===== src/rtl/inst_fetch_pkg.sv =====
// Shared fetch-stage definitions: reset PC, FSM encoding and the
// instruction field positions that decode also relies on.
package inst_fetch_pkg;

    localparam logic [31:0] DEFAULT_RESET_PC = 32'h0000_0000;

    localparam int OPCODE_HI = 31;
    localparam int OPCODE_LO = 26;
    localparam int FUNCT_HI  = 5;
    localparam int FUNCT_LO  = 0;

    typedef enum logic [1:0] {
        IDLE = 2'd0,
        REQ  = 2'd1,
        WAIT = 2'd2,
        HOLD = 2'd3
    } fetch_state_e;

    typedef struct packed {
        logic [31:0] ir;
        logic [31:0] pc;
    } if_id_t;

    function automatic logic [31:0] word_align(input logic [31:0] a);
        return a & 32'hFFFF_FFFC;
    endfunction

endpackage


===== src/rtl/inst_fetch_pc_unit.sv =====
// Program counter: word-aligned register with sequential advance and
// redirect override; redirect always wins over advance.
module pc_unit
    import inst_fetch_pkg::*;
#(
    parameter logic [31:0] RESET_PC = DEFAULT_RESET_PC
) (
    input  logic        clk,
    input  logic        rst,
    input  logic        advance,
    input  logic        redirect_valid,
    input  logic [31:0] redirect_target,
    output logic [31:0] pc
);

    logic [31:0] pc_q;
    logic [31:0] pc_d;

    always_comb begin
        pc_d = pc_q;
        unique case (1'b1)
            redirect_valid: pc_d = word_align(redirect_target);
            advance:        pc_d = pc_q + 32'd4;
            default:        pc_d = pc_q;
        endcase
    end

    always_ff @(posedge clk) begin
        if (rst) pc_q <= word_align(RESET_PC);
        else     pc_q <= pc_d;
    end

    assign pc = pc_q;

endmodule


===== src/rtl/inst_fetch.sv =====
// Fetch stage: request/response FSM, discard flag for squashed
// responses, and the instruction register handed to decode.
module inst_fetch
    import inst_fetch_pkg::*;
#(
    parameter logic [31:0] RESET_PC = DEFAULT_RESET_PC
) (
    input  logic        clk,
    input  logic        rst,
    output logic [31:0] inst_addr,
    output logic        inst_req_valid,
    input  logic        inst_req_ready,
    input  logic [31:0] inst_rdata,
    input  logic        inst_rdata_valid,
    output logic        inst_rdata_ready,
    input  logic        redirect_valid,
    input  logic [31:0] redirect_target,
    output logic        ir_valid,
    input  logic        ir_ready,
    output logic [31:0] ir,
    output logic [31:0] ir_pc,
    output logic [31:0] pc_next,
    output logic [5:0]  opcode,
    output logic [5:0]  r_opcode
);

    fetch_state_e state_q, state_d;
    logic         discard_q, discard_d;
    if_id_t       ir_q;
    logic         capture;
    logic         advance;
    logic [31:0]  pc;

    pc_unit #(.RESET_PC(RESET_PC)) u_pc (
        .clk             (clk),
        .rst             (rst),
        .advance         (advance),
        .redirect_valid  (redirect_valid),
        .redirect_target (redirect_target),
        .pc              (pc)
    );

    always_comb begin
        state_d   = state_q;
        discard_d = discard_q;
        capture   = 1'b0;
        advance   = 1'b0;
        unique case (state_q)
            IDLE: state_d = REQ;
            REQ: begin
                if (inst_req_ready) begin
                    state_d   = WAIT;
                    discard_d = redirect_valid;
                end
            end
            WAIT: begin
                // A redirect poisons whatever response is still due.
                if (inst_rdata_valid) begin
                    if (redirect_valid || discard_q) begin
                        state_d   = REQ;
                        discard_d = 1'b0;
                    end else begin
                        state_d = HOLD;
                        capture = 1'b1;
                    end
                end else if (redirect_valid) begin
                    discard_d = 1'b1;
                end
            end
            HOLD: begin
                if (redirect_valid) begin
                    state_d = REQ;
                end else if (ir_ready) begin
                    state_d = REQ;
                    advance = 1'b1;
                end
            end
            default: state_d = IDLE;
        endcase
    end

    always_ff @(posedge clk) begin
        if (rst) begin
            state_q   <= IDLE;
            discard_q <= 1'b0;
            ir_q      <= '0;
        end else begin
            state_q   <= state_d;
            discard_q <= discard_d;
            if (capture) begin
                ir_q.ir <= inst_rdata;
                ir_q.pc <= pc;
            end
        end
    end

    assign inst_addr        = pc;
    assign inst_req_valid   = (state_q == REQ);
    assign inst_rdata_ready = (state_q == WAIT);
    assign ir_valid         = (state_q == HOLD);
    assign ir               = ir_q.ir;
    assign ir_pc            = ir_q.pc;
    assign pc_next          = ir_q.pc + 32'd4;
    assign opcode           = ir_q.ir[OPCODE_HI:OPCODE_LO];
    assign r_opcode         = ir_q.ir[FUNCT_HI:FUNCT_LO];

endmodule


===== config.mk =====
export PLATFORM = sky130hd
export DESIGN_NAME = inst_fetch
export DESIGN_NICKNAME = d
export VERILOG_FILES = /design/src/rtl/inst_fetch_pkg.sv /design/src/rtl/inst_fetch_pc_unit.sv /design/src/rtl/inst_fetch.sv
export SDC_FILE = /design/constraint.sdc
export NUM_CORES = 1
export LEC_CHECK = 0
export ABC_AREA = 1
export CORE_MARGIN = 10
export CORE_UTILIZATION = 25
export DETAILED_ROUTE_END_ITERATION = 10
export PLACE_DENSITY = 0.57
export REMOVE_ABC_BUFFERS = 1
export SLEW_MARGIN = 20
export SYNTH_ARGS = -nofsm -noshare
export SYNTH_HDL_FRONTEND = slang
export SYNTH_HIERARCHICAL = 1
export SYNTH_SLANG_ARGS = --single-unit

===== constraint.sdc =====
create_clock -name clk -period 2.3 [get_ports clk]
set_clock_uncertainty 0.05 [all_clocks]
set_input_delay 0.23 -clock clk [delete_from_list [all_inputs] [get_ports clk]]
set_output_delay 0.23 -clock clk [all_outputs]
set_load 0.03 [all_outputs]

==> impl_results.md <==
* Final hold viol count at 0
* Final Max Slew Viols at 0
* Endpoint type of the worst setup path: output pin
* Async set or reset register ratio after synthesis at 0%
* Simple-gate portion of the synthesized area at 40.5%
* Largest family of logic cells by synthesized area: simple AND/OR/NAND/NOR gates
* Setup crit start: ir_pc[2]$_SDFFE_PP0P_
* Synth area leader: dfxtp_1
* Critical-path cell list: ha_1, nand2_2, nor2_4, buf_4, xor2_1, dlygate4sd2_1
* Sequential fraction of the synthesis area at 35.2%
* Cell variety after synth at 31
* Crit path largest cell delay at 0.41 ns
* Die width at 169 um
* Final nets at 1166
* Register bit total from synthesis at 97
* Final period util at 92.4%
* Root Buffer: clkbuf_16
* Clock buffer depth at 2
* Met3 Use GR at 4.89%
* Vias per cell at 4.44
* Reg clk slew, reported paths at 0.07 ns
* Placed Instances at 1358
* PortBufs at 208
* Initial Utilization at 25.4%
* Yosys Warn Count at 6
* Hold Crit Start: discard_q$_SDFFE_PP0P_
* Min-Delay Path Class: flip-flop to flip-flop
* Crit path DAT at 1.85 ns
* Area Overhead vs Synth at 49.2%
* Mux contribution to synthesized area at 0%
* Die H at 169 um
* H-tree depth at 3
* Max_cap viols at 0
* Top cells by area, synth: dfxtp_1 (35%), nand2_1 (17%), nor2_1 (13%), o21ai_0 (7.4%), nand3_1 (4.4%)
* Share of post-route cells with drive strength above 1 at 9.77%
* Cell with the most instances after synthesis: nand2_1
* Vias in the first global route at 5767
* Core Region at 21800 um2
* Full die area at 28400 um2
* CP Depth at 6
* M1 GR Usage at 17.2%
* Worst-Skew Late Latency at 0.35 ns
* Outcome: finished clean
* Max FO, Critical Path at 4
* Post-Syn Area at 5520 um2
* Number of antenna violations at the first check in global routing at 3
* Cell Rows at 54
* Cell count of the worst reg-to-reg path at 9
* I/O Pins at 213
* Unrepaired setup endpoints after global routing: false
* Post-CTS Hold Buffers at 0
* Final cell area excluding filler cells at 8230 um2
* Cell family with most CP delay: buffers and inverters
* Hold Slack at 0.409 ns
* GR Overflow Total at 0
* Critical path class: flip-flop to output pin
* Total CTS buffers at 9
* Adder-Cell Fraction of Synth Area at 1.36%
* Drt wl/cell at 15.1 um
* Worst path bufs/invs at 2
* Final wirelength at 20.7 mm
* Share of the synthesized area in the top cell type at 35.2%
* Util after Layout at 37.8%
* Post-route insts no fill at 1376
* Post-DP HPWL at 16.4 mm
* Post-route ant nets at 0
* Post-Synth XOR/XNOR Area at 2.38%
* Initial detailed-routing violation count at 351
* Critical Path Source Type: flip-flop
* Compound-Gate Fraction of Synth Area at 11.4%
* Num Clock Sinks at 97
* First-pass GRT wire length at 32.1 mm
* Post-synth EDFFs at 0
* # fillers at 2377
* Pin count of the biggest net entering global routing at 68
* Fin crit period at 2.13 ns
* Fmax at 0.470 GHz
* Avg Inst Size Synth at 6.24 um2
* Maximum vdd drop at 0.354 mV
* Drt pass-1 iters at 5
* CTS tree: done
* Dominant synthesized flop cell: dfxtp_1
* Slowest cell on the critical path: dlygate4sd2_1
* Mapped Cells at 884
* Pwr dens at 601 nW/um2
* Final Setup Violations at 0
* Vias at 6103
* R2R Path Start: state_q[0]$_SDFFE_PP0P_
* Routability Congestion at 0.842
* Hold Path Stages at 2
* Leak at 3.13 nW
* Detailed-route DRC error count at 0
* Placed instance area at 7890 um2
* GRT Total Usage at 13.9%
* GR peak layer: met2
* Synth top cells by count: nand2_1 (255), nor2_1 (187), dfxtp_1 (97)
* Worst path required time at 2.02 ns
* Met2 GRT Util at 22.4%
==> cells in the final DEF, fill, tap and decap left out, types with 4 or more instances in the layout <==
cell and count:
nand2_1 254, nor2_1 187, clkdlybuf4s50_1 182, dfxtp_1 96, o21ai_0 82, inv_1 54, buf_4 51, nand3_1 49
a21oi_1 35, nor2_2 13, xor2_1 11, nor2_4 10, clkbuf_16 9, nand3b_1 8, nand2_2 7, ha_1 6
xnor2_1 4, o21ai_1 4
==> logic make-up after synthesis <==
group                    Yosys count
AND/OR/NAND/NOR                  536
flip-flops                        97
XOR/XNOR                          15
adder cells (fa/ha/maj)            6
other                              1
AO/OA/AOI/OAI                    124
buffers and inverters            105
==> worst paths after layout <==
kind / endpoint / slack [ns]
setup / recovery: pc_next[6] / 0.17
hold / removal: discard_q$_SDFFE_PP0P_ / 0.41
setup reg to reg: u_pc/pc[9]$_SDFFE_PP0P_ / 0.25
hold reg to reg: discard_q$_SDFFE_PP0P_ / 0.41
==> sequential cells by signal (all words and copies together) (netlist names) <==
name and count:
ir 32, state_q 2, u_pc/pc 30, discard_q 1, ir_pc 32
==> repair_timing <==
action / 4_1_cts / 5_1_grt
gates cloned: 0 / 0
buffers inserted: 0 / 1
setup endpoints to repair: 12 / 14
gates resized for setup: 12 / 8
pin swaps: 0 / 1
==> cell type report <==
| type | instances | area, um2 | area share [%] |
|---|---|---|---|
| Antenna cell | 1 | 2.50 | 0.0304 |
| Tap cell | 280 | 350 | 4.26 |
| Multi-Input combinational cell | 683 | 3090 | 37.6 |
| Inverter | 57 | 214 | 2.60 |
| Clock buffer | 11 | 243 | 2.95 |
| Clock inverter | 5 | 86.3 | 1.05 |
| Timing Repair Buffer | 242 | 2300 | 27.9 |
| Sequential cell | 97 | 1940 | 23.6 |
==> per-stage QoR <==
step,TNS [ns],power (mW),setup WS (ns)
2_1_floorplan,-14.91,2.67,-0.400
3_3_place_gp,0,3.32,0.110
3_5_place_dp,0,3.33,0.0887
4_1_cts,0,5.02,0.00354
5_1_grt,0,5.22,0.0131
6_report,0,4.94,0.174
==> worst min-delay path: stages, from the launching register on <==
cell and delay (ns):
dfxtp_1 0.32, inv_1 0.05, a21oi_1 0.05
==> layer usage <==
layer  routed length (um)  vias up
met5                   10        -
met4                  223        2
met3                 1700       14
met2                 9620      176
met1                 9180     2729
li1                     -     3182
==> where the power goes <==
| part | internal (mW) | switching [mW] | total (mW) |
|---|---|---|---|
| clock | 0.994 | 0.680 | 1.67 |
| sequential | 1.80 | 0.139 | 1.94 |
| combinational | 0.561 | 0.768 | 1.33 |
No activity file was read; power rests on OpenSTA's default activity.
